`src/rtl/mix_columns_seq_pkg.sv`:
```
// rtl/mix_columns_seq_pkg.sv - shared AES widths, GF(2^8) helpers and FSM state type
package mix_columns_seq_pkg;

  localparam int COL_W    = 32;
  localparam int BYTE_W   = 8;
  localparam int STATE_W  = 128;
  localparam int NUM_COLS = 4;

  localparam logic [BYTE_W-1:0] GF_RED = 8'h1b;

  typedef enum logic {IDLE, BUSY} state_t;

  function automatic logic [BYTE_W-1:0] xtime(input logic [BYTE_W-1:0] x);
    return {x[BYTE_W-2:0], 1'b0} ^ (x[BYTE_W-1] ? GF_RED : 8'h00);
  endfunction

endpackage

```
`src/rtl/mix_columns_seq_single_column.sv`:
```
// rtl/mix_columns_seq_single_column.sv - combinational MixColumns of one 32-bit column
module mix_single_column
  import mix_columns_seq_pkg::*;
(
  input  logic [COL_W-1:0] col_in,
  output logic [COL_W-1:0] col_out
);

  logic [BYTE_W-1:0] a0, a1, a2, a3;
  logic [BYTE_W-1:0] x0, x1, x2, x3;

  assign a0 = col_in[0*BYTE_W +: BYTE_W];
  assign a1 = col_in[1*BYTE_W +: BYTE_W];
  assign a2 = col_in[2*BYTE_W +: BYTE_W];
  assign a3 = col_in[3*BYTE_W +: BYTE_W];

  assign x0 = xtime(a0);
  assign x1 = xtime(a1);
  assign x2 = xtime(a2);
  assign x3 = xtime(a3);

  // 3*a is expanded as xtime(a) ^ a
  assign col_out[0*BYTE_W +: BYTE_W] = x0 ^ (x1 ^ a1) ^ a2 ^ a3;
  assign col_out[1*BYTE_W +: BYTE_W] = a0 ^ x1 ^ (x2 ^ a2) ^ a3;
  assign col_out[2*BYTE_W +: BYTE_W] = a0 ^ a1 ^ x2 ^ (x3 ^ a3);
  assign col_out[3*BYTE_W +: BYTE_W] = (x0 ^ a0) ^ a1 ^ a2 ^ x3;

endmodule

```
`src/rtl/mix_columns_seq.sv`:
```
// rtl/mix_columns_seq.sv - sequential forward MixColumns, COLS_PER_CYCLE columns per falling edge
module mix_columns_seq
  import mix_columns_seq_pkg::*;
#(
  parameter int COLS_PER_CYCLE = 1
) (
  input  logic               clk,
  input  logic               reset,
  input  logic               enable,
  input  logic [STATE_W-1:0] value,
  output logic [STATE_W-1:0] outValue,
  output logic               busy,
  output logic               success
);

  state_t             state;
  logic [1:0]         counter;
  logic [STATE_W-1:0] work;
  logic [STATE_W-1:0] work_next;
  logic               last;

  logic [1:0]       col_idx [COLS_PER_CYCLE];
  logic [COL_W-1:0] col_in  [COLS_PER_CYCLE];
  logic [COL_W-1:0] col_out [COLS_PER_CYCLE];

  for (genvar g = 0; g < COLS_PER_CYCLE; g++) begin : g_col
    assign col_idx[g] = counter + 2'(g);
    assign col_in[g]  = work[col_idx[g]*COL_W +: COL_W];
    mix_single_column u_col (
      .col_in  (col_in[g]),
      .col_out (col_out[g])
    );
  end

  always_comb begin
    work_next = work;
    for (int g = 0; g < COLS_PER_CYCLE; g++) begin
      work_next[col_idx[g]*COL_W +: COL_W] = col_out[g];
    end
  end

  // Widened to 3 bits so the final column group is detected before the 2-bit counter wraps
  assign last = (({1'b0, counter} + 3'(COLS_PER_CYCLE)) == 3'(NUM_COLS));

  always_ff @(negedge clk) begin
    if (reset) begin
      state    <= IDLE;
      counter  <= 2'd0;
      work     <= '0;
      outValue <= '0;
      busy     <= 1'b0;
      success  <= 1'b0;
    end else begin
      case (state)
        IDLE: begin
          success <= 1'b0;
          if (enable) begin
            work    <= value;
            counter <= 2'd0;
            busy    <= 1'b1;
            state   <= BUSY;
          end
        end
        BUSY: begin
          work <= work_next;
          if (last) begin
            outValue <= work_next;
            success  <= 1'b1;
            busy     <= 1'b0;
            counter  <= 2'd0;
            state    <= IDLE;
          end else begin
            counter <= counter + 2'(COLS_PER_CYCLE);
          end
        end
        default: state <= IDLE;
      endcase
    end
  end

endmodule
```
`config.mk`:
```
export PLATFORM = sky130hd
export DESIGN_NAME = mix_columns_seq
export DESIGN_NICKNAME = d
export VERILOG_FILES = /design/src/rtl/mix_columns_seq_pkg.sv /design/src/rtl/mix_columns_seq_single_column.sv /design/src/rtl/mix_columns_seq.sv
export SDC_FILE = /design/constraint.sdc
export NUM_CORES = 1
export LEC_CHECK = 0
export ABC_CLOCK_PERIOD_IN_PS = 2350
export CAP_MARGIN = 0
export CORE_ASPECT_RATIO = 1.25
export CORE_MARGIN = 2
export CORE_UTILIZATION = 34
export CTS_BUF_LIST = sky130_fd_sc_hd__clkbuf_8 sky130_fd_sc_hd__clkbuf_16
export DETAILED_ROUTE_END_ITERATION = 8
export HOLD_SLACK_MARGIN = 0.08
export SYNTH_ARGS = -nofsm -noshare
export SYNTH_HDL_FRONTEND = slang
export SYNTH_SLANG_ARGS = --single-unit
```
`constraint.sdc`:
```
create_clock -name clk -period 2.35 [get_ports clk]
set_input_delay 0.47 -clock clk [delete_from_list [all_inputs] [get_ports clk]]
set_output_delay 0.47 -clock clk [all_outputs]
set_load 0.05 [all_outputs]
```
# Word-level counts from Yosys, hierarchy flattened
# Cells that the tools add are included.
# word_totals
register_bits	261
latchBits	0
mem_bits_rw	0
mem_bits_ro	0
input_bits	131
out_inout_bits	130
word_cells	56
memories	0
# op_classes
add_sub_neg	3
n_mul	0
div	0
order_cmp	0
n_eq_ne	3
shifts	3
muxes	18
bitwise	21
reduce_logical	2
# op_table
operator	n
128-bit one-hot mux with 2 select lines	1
8-bit XOR	20
128-bit bitwise mux	1
128-bit 2-to-1 mux	1
32-bit by 34-bit variable shift with 128-bit output (first input constant)	1
128-bit by 8-bit indexed part select with 32-bit output	1
32-bit by 34-bit indexed part select with 128-bit output	1
7-bit negator with 34-bit output	1
5-bit 2-to-1 mux	4
1-bit one-hot mux with 2 select lines	3
1-bit 2-to-1 mux	5
2-bit 2-to-1 mux	2
2-bit one-hot mux with 2 select lines	1
2-bit AND reduction	2
2-bit by 1-bit adder with 3-bit output (second input constant)	1
3-bit equality test (second input constant)	1
2-bit by 1-bit adder with 2-bit output (second input constant)	1
2-bit by 1-bit != test with 1-bit output (second input constant)	1
2-bit != test (second input constant)	1
1-bit NOT	1

# Logic depth before layout (Yosys ltp)
# Gate-level depths: netlist of run 1.
# depth
ltp_word	10
ltp_mapped	10
ltp_nobuf	6

# Modules after synthesis
# A second synthesis of run 1 with hierarchy kept.
# hier_totals
hier_cells	1326
hier_area_um2	13619.3
# by_module_without_submodules
mod	instances	cells_per_inst	area_each_um2	seq_area_each_um2
mix_columns_seq	1	1247	12311.8	5225.0
mix_single_column	1	79	1307.5	0.0

==> reports/results.ini, run 1 <==
[global_route]
grt_max_degree = 54
antenna_found_initial = 1
grt_pass1_vias = 14400
grt_overflow = 0
grt_pass1_wl_mm = 84.5
grtUsageTotal_pct = 27.1

[power_and_ir_drop]
power_density_nw_per_um2 = 836
finalPower_mw = 19.0
combPwrFrac_pct = 39.4
p_int_mw = 11.4
p_sw_share_pct = 40.2
seq_power_share_pct = 26.5
p_clk_share_pct = 34.1
p_leak_nw = 9.51
vdd_ir_drop_max_v = 0.000711
p_switching_mw = 7.64

[timing]
finalSetupTns_ps = -56660
rsz0062_at_grt = yes
relSlewSlack_pct = 50.8
drv_slew = 0
worst_pin_slew_ps = 736
worst_slack_ps = -465
hold_ws_ps = 505
setup_viol = 266
hold_viol_final = 0
skew_ps = 43.9

[placement]
dp.cells = 2079
hpwlAfterDp_mm = 38.1
dpl_cell_area_um2 = 18800
gp_congestion = 0.893
portBuffers = 260
dp_slack_ps = -745

[clock_tree]
cts_tree = built
hold_buffers = 0
numCtsBuffers = 29
htreeDepth = 1
root_buffer = clkbuf_16
clock_sinks = 261
clock_latency_ps = 640
clk_path_buf_depth = 3
clk_pin_slew_ps = 60

[synth]
ys_types = 40
synth-seq-area-share_pct = 39.8
synth_seq_cells = 261
syn_avg_cell_area_um2 = 10.0
yosysWarnings = 0
synthesis.area_um2 = 13100
syn_nets = 1444
synthCells = 1307

[layout]
final_common_cell = inv_1
seq_area_um2 = 5580
fin_nets = 2088
postLayoutCellArea_um2 = 22800
utilization_pct = 59.7
multiInputGateArea_um2 = 8210
layout_common_cells = inv_1 (274), a22oi_1 (176), buf_12 (170)
final_cells = 2465
area_delta_synth_final_pct = 73.4
drive_above_1_share_pct = 37.5
diodes = 0
nFillCells = 2999

[route]
drt_iter0_drc = 1451
routedWlPerCell_um = 23.8
firstDrtPassIters = 6
via_count = 14600
route.final.wire_length_mm = 58.8
ant_nets = 0
detail_route.vias_per_cell = 5.93
remaining_drc_errors = 0

[worst_setup_path]
crit_start = outValue[74]
r2r_slack_ps = -130
timing.rr.start = counter[0]
worst-path-buf-inv = 1
crit-reg2reg-capture = work[94]
crit_path_start_kind = flop
worstSetupPathType = reg2out
path_max_fanout = 2
cp_cell_sequence = buf_12
path_delay_family = flip-flops
crit_arrival_ps = 2340
cp.required_ps = 1880
reg2reg_depth = 9
end_kind = output port
max_stage_delay_ps = 390
slowest_stage = dfxtp_4

[outcome]
status = finished with violations
violations = negative setup slack

[floorplanning]
die_height_um = 224
fp.dieW_um = 180
start_util_pct = 34.4
coreArea_um2 = 38100
die_area_um2 = 40200
num_io_pins = 261
fp-row-count = 80

[min_path]
min_path_type = reg2reg
hold_depth = 2
whs_endpoint = outValue[73]
hold_start = work[73]

[flow_run]
drv_cap = 0

[Yosys cell counts, drive strengths merged]
cell / n / area [um^2]
and4: 1 / 8.76
a31oi: 40 / 250
nor2b: 85 / 532
nand4: 1 / 6.26
xor3: 7 / 166
and2: 1 / 6.26
ha: 6 / 75.1
xor2: 17 / 171
a211o: 40 / 350
nand2: 49 / 184
o21a: 2 / 15.0
a21boi: 40 / 300
a311o: 40 / 400
o21ai: 176 / 881
or4: 1 / 7.51
a211oi: 84 / 631
clkbuf: 116 / 435
a22oi: 176 / 1320
a21oi: 42 / 210
xnor2: 20 / 250
inv: 8 / 30.0
and3: 2 / 12.5
nand3: 2 / 10.0
nor4: 1 / 6.26
mux4: 32 / 721
dfxtp: 261 / 5230
mux2i: 1 / 10.0
nand3b: 1 / 7.51
nor3: 2 / 10.0
xnor3: 34 / 768
nor2: 6 / 22.5
buf: 13 / 105
[area by class of cell]
cell class                 instances  share of cell area [%]
clock buffer                      29                    3.19
clock inverter                   285                    5.28
inverter                           7                   0.132
multi-input combinational        909                    36.1
sequential                       261                    24.5
tap                              492                    2.70
timing repair buffer             482                    28.1
[kinds of logic (layout without fill, tap and decap cells)]
| kind of cell | after synthesis | count (layout) | share of synthesized area [%] |
|---|---|---|---|
| adders and majority gates | 6 | 6 | 0.572 |
| xor gates and xnor gates | 78 | 78 | 10.3 |
| buffers and inverters | 137 | 803 | 4.35 |
| and+or+nand+nor | 152 | 152 | 6.19 |
| AOI/OAI and AO/OA | 640 | 640 | 33.2 |
| DFF | 261 | 261 | 39.8 |
| muxes | 33 | 33 | 5.57 |
[flip-flops by register name, indices dropped and copies added (netlist names)]
name and count:
busy 1, outValue 128, success 1, state 1
counter 2, work 128
[metal layers]
metal / track usage, % / vias up / share of wire, %
met2: 45.7 / 867 / 50
li1: - / 6400 / -
met5: 0 / - / 0.022
met1: 32.7 / 7176 / 38
met4: 13.0 / 2 / 4.6
met3: 6.10 / 171 / 7.7
[repair_timing]
item / 4_1_cts / 5_1_grt
setup endpoints to repair: 294 / 375
gates cloned: 2 / 4
setup buffers: 23 / 48
resized for setup: 239 / 273
pin swaps: 42 / 137
[how the worst max path moves through the flow]
stage,endpoint,slack (ps),depth (start not counted)
floorplan,work[33],-330,7
global placement,work[65],-750,5
detailed placement,work[83],-740,5
CTS,outValue[74],-470,1
global route,outValue[74],-490,1
finish,outValue[74],-460,1
[power by group through the flow]
stage / clock, mW / combinational [mW] / sequential [mW]
3_5_place_dp: 0.673 / 5.83 / 5.15
3_3_place_gp: 0.673 / 5.77 / 5.14
2_1_floorplan: 0.673 / 3.25 / 4.99
5_1_grt: 7.14 / 7.76 / 5.04
4_1_cts: 6.54 / 6.13 / 5.04
6_report: 6.49 / 7.49 / 5.04
No activity file was read; power rests on OpenSTA's default activity.
==> inputs of run 2 (changes only) <==
Settings changed: CTS_BUF_LIST sky130_fd_sc_hd__clkbuf_8 sky130_fd_sc_hd__clkbuf_16 to not set.
==> results of run 2 <==
Same layout as run 1: the final DEF is identical, and so are final timing and power.
==> inputs of run 3 (changes only) <==
Settings changed: SYNTH_HIERARCHICAL set to 1.
==> run 3 against run 2 <==
Effect of this change: the flow still finishes with violations (negative setup slack); synthesized cell count up 1.5%; core utilization is 7.4 points higher; non-clock buffer count increased by 161; total power up 17%; critical path depth up 8; worst hold slack better by 7.4 ps; setup slack lost 35 ps; clock power grew 3%; wire length grew 15%; sequential cell count is the same; synthesized area up 3.7%; global-route usage up 2.8 points; critical endpoint is now work[30]; largest cell class unchanged; highest routed layer is now met4.
==> reports/results.ini, run 3 <==
[worst_setup_path]
path_delay_family = XOR/XNOR gates
cp_cell_sequence = buf_12, buf_12, buf_6, mux4_2, buf_6, xnor3_1, xor2_2, nand4_1, a311oi_2
worstSetupPathType = reg2reg
crit_arrival_ps = 4530  ; +2190 ps
end_kind = flop
max_stage_delay_ps = 590  ; +200 ps
cp.required_ps = 4030  ; +2150 ps
slowest_stage = mux4_2
crit_path_start_kind = flop
worst-path-buf-inv = 4  ; +3
path_max_fanout = 3  ; +1

[synth]
synthTopCellsByCount = dfxtp_1 (261), a211oi_1 (130), a21oi_1 (95)
synth_top_area_share_pct = 38.4  ; -1.4 points
synth_seq_cells = 261  ; unchanged
synthCells = 1326  ; +1.5%
synthFlopType = dfxtp_1
yosysWarnings = 6  ; +6
yosysMostFrequentCell = dfxtp_1
synth_edf_count = 0  ; unchanged
ys_types = 46  ; +15%
synthArstFlopShare_pct = 0  ; unchanged
yosys-top-cells-area = dfxtp_1 (38%), a211oi_1 (7.2%), o2bb2ai_1 (5.9%), xnor3_1 (5.6%), mux4_2 (5.3%)
syn_avg_cell_area_um2 = 10.3  ; +2.2%
yosys.area.top_type = dfxtp_1
synthesis.area_um2 = 13600  ; +3.7%
syn_nets = 1463  ; +1.3%
synth-seq-area-share_pct = 38.4  ; -1.4 points

[timing]
max_freq_ghz = 0.351
worst_slack_ps = -500  ; -35.2 ps
finalCriticalPeriod_ps = 2850
hold_ws_ps = 513  ; +7.40 ps
fin_crit_sh_pct = 121
setup_viol = 386  ; +45%
worst_pin_slew_ps = 750  ; +13.5 ps
rsz0062_at_grt = yes
skew_ps = 47.3  ; +3.46 ps
drv_slew = 0  ; unchanged
relSlewSlack_pct = 50.0  ; -0.74 points
hold_viol_final = 0  ; unchanged

[route]
ant_nets = 0  ; unchanged
routedWlPerCell_um = 25.8  ; +8.3%
remaining_drc_errors = 0  ; unchanged
detail_route.vias_per_cell = 5.91  ; -0.34%
route.final.wire_length_mm = 67.8  ; +15%
drt_iter0_drc = 1531  ; +5.5%
firstDrtPassIters = 6  ; unchanged
via_count = 15500  ; +6.2%

[clock_tree]
clock_sinks = 261  ; unchanged
cts_tree = built
clk_pin_slew_ps = 40  ; -20 ps
numCtsBuffers = 29  ; unchanged
hold_buffers = 0  ; unchanged
root_buffer = clkbuf_16
clock_latency_ps = 650  ; about the same
htreeDepth = 1  ; unchanged
clk_path_buf_depth = 3  ; unchanged

[placement]
gp_congestion = 0.953  ; +6.7%
hpwlAfterDp_mm = 41.5  ; +8.7%
dp.cells = 2136  ; +2.7%
portBuffers = 260  ; unchanged

[layout]
top_regs = outValue x128, work x128, counter x2
area_delta_synth_final_pct = 96.2
diodes = 0  ; unchanged
layout_common_cells = inv_1 (274), buf_12 (176), buf_6 (170)
final_cells = 2626  ; +6.5%
final_common_cell = inv_1
drive_above_1_share_pct = 52.7  ; +15 points
fin_nets = 2236  ; +7.1%

[power_and_ir_drop]
p_leak_nw = 11.0  ; +16%
power_density_nw_per_um2 = 835  ; about the same
vdd_ir_drop_max_v = 0.000691  ; -2.9%

[outcome]
status = finished with violations
violations = negative setup slack

[floorplanning]
num_io_pins = 261  ; unchanged
coreArea_um2 = 39800  ; +4.4%
fp.dieW_um = 183  ; +1.8%
die_area_um2 = 41700  ; +3.7%
fp-row-count = 82  ; +2.5%
die_height_um = 228  ; +1.8%
start_util_pct = 34.2  ; -0.22 points

[global_route]
grt_pass1_wl_mm = 95.0  ; +13%
grtUsageTotal_pct = 29.9  ; +2.8 points
grt_max_degree = 66  ; +22%
grt_pass1_vias = 16200  ; +13%
antenna_found_initial = 0  ; -1
grt_overflow = 0  ; unchanged

[flow_run]
drv_cap = 0  ; unchanged

[min_path]
min_path_type = reg2reg

-- run 3: cell types whose count changed in the layout (fill, tap and decap cells not counted), sizes merged, moves of 60 or more --
cell and delta:
o21ai -176, buf +160, a22oi -144, o2bb2ai +91
nor2 +66, and4b +65, nor3b +60
-- run 3: per-stage QoR --
step | setup slack (ps) | TNS (ps) | power [mW] | instance area, um^2 | utilization [%]
final | -500 | -129510 | 22.3 | 26700 | 67.1
after global routing | -536 | -137240 | 23.2 | 26700 | 67.1
after CTS | -437 | -95040 | 20.9 | 25400 | 63.7
after detailed placement | -480 | -93290 | 11.8 | 20100 | 50.5
after global placement | -441 | -88790 | 11.8 | 20100 | 50.5
after floorplan | -267 | -26920 | 8.46 | 14600 | -
-- run 3: path summary, 6_finish.rpt --
kind | from | depth (start not counted) | slack, ps | end
worst max-delay path | counter[0] | 9 | -500 | work[30]
worst min-delay path | success | 2 | 510 | success
worst max register to register | counter[0] | 9 | -500 | work[30]
worst min register to register | success | 2 | 510 | success
-- run 3: report_power, final --
part / total, mW / internal (mW) / switching (mW) / leakage [nW]
registers: 4.83 / 4.58 / 0.251 / 2.21
logic: 10.8 / 5.75 / 5.08 / 6.89
clock network: 6.66 / 3.30 / 3.36 / 1.87
-- run 3: repair_timing --
action	4_1_cts	5_1_grt
cloned	4	4
gates resized for setup	559	177
pin swaps	175	76
setup endpoints to repair	386	386
setup buffers	109	86
-- run 3: final cells by class --
type | instances | area (um^2)
timing repair buffer | 643 | 8160
clock buffer | 29 | 726
inverter | 8 | 37.5
sequential | 261 | 5550
fill | 2775 | 13100
multi-input combinational | 895 | 10400
tap | 504 | 631
clock inverter | 286 | 1220
-- run 3: worst register-to-register path, cell delays in order, from the launching register on --
cell	delay, ps
dfxtp_4	360
buf_12	120
buf_12	110
buf_6	90
mux4_2	590
buf_6	160
xnor3_1	430
xor2_2	280
nand4_1	280
a311oi_2	330
-- run 3: per-layer routing --
metal / GRT usage [%] / wire length [um] / vias to the layer above
li1: - / - / 6721
met1: 32.4 / 23200 / 7657
met2: 51.4 / 34200 / 866
met3: 6.45 / 4960 / 273
met4: 21.2 / 5430 / 0
met5: 0 / 0 / -
-- run 3: cell families after synthesis --
logic type | Yosys count | synth area share (%)
XOR/XNOR | 74 | 9.43
buffers and inverters | 170 | 5.20
flip-flops | 261 | 38.4
multiplexers | 37 | 5.69
AND/OR/NAND/NOR | 324 | 15.7
AO/OA/AOI/OAI | 454 | 25.1
adder cells (fa/ha/maj) | 6 | 0.551
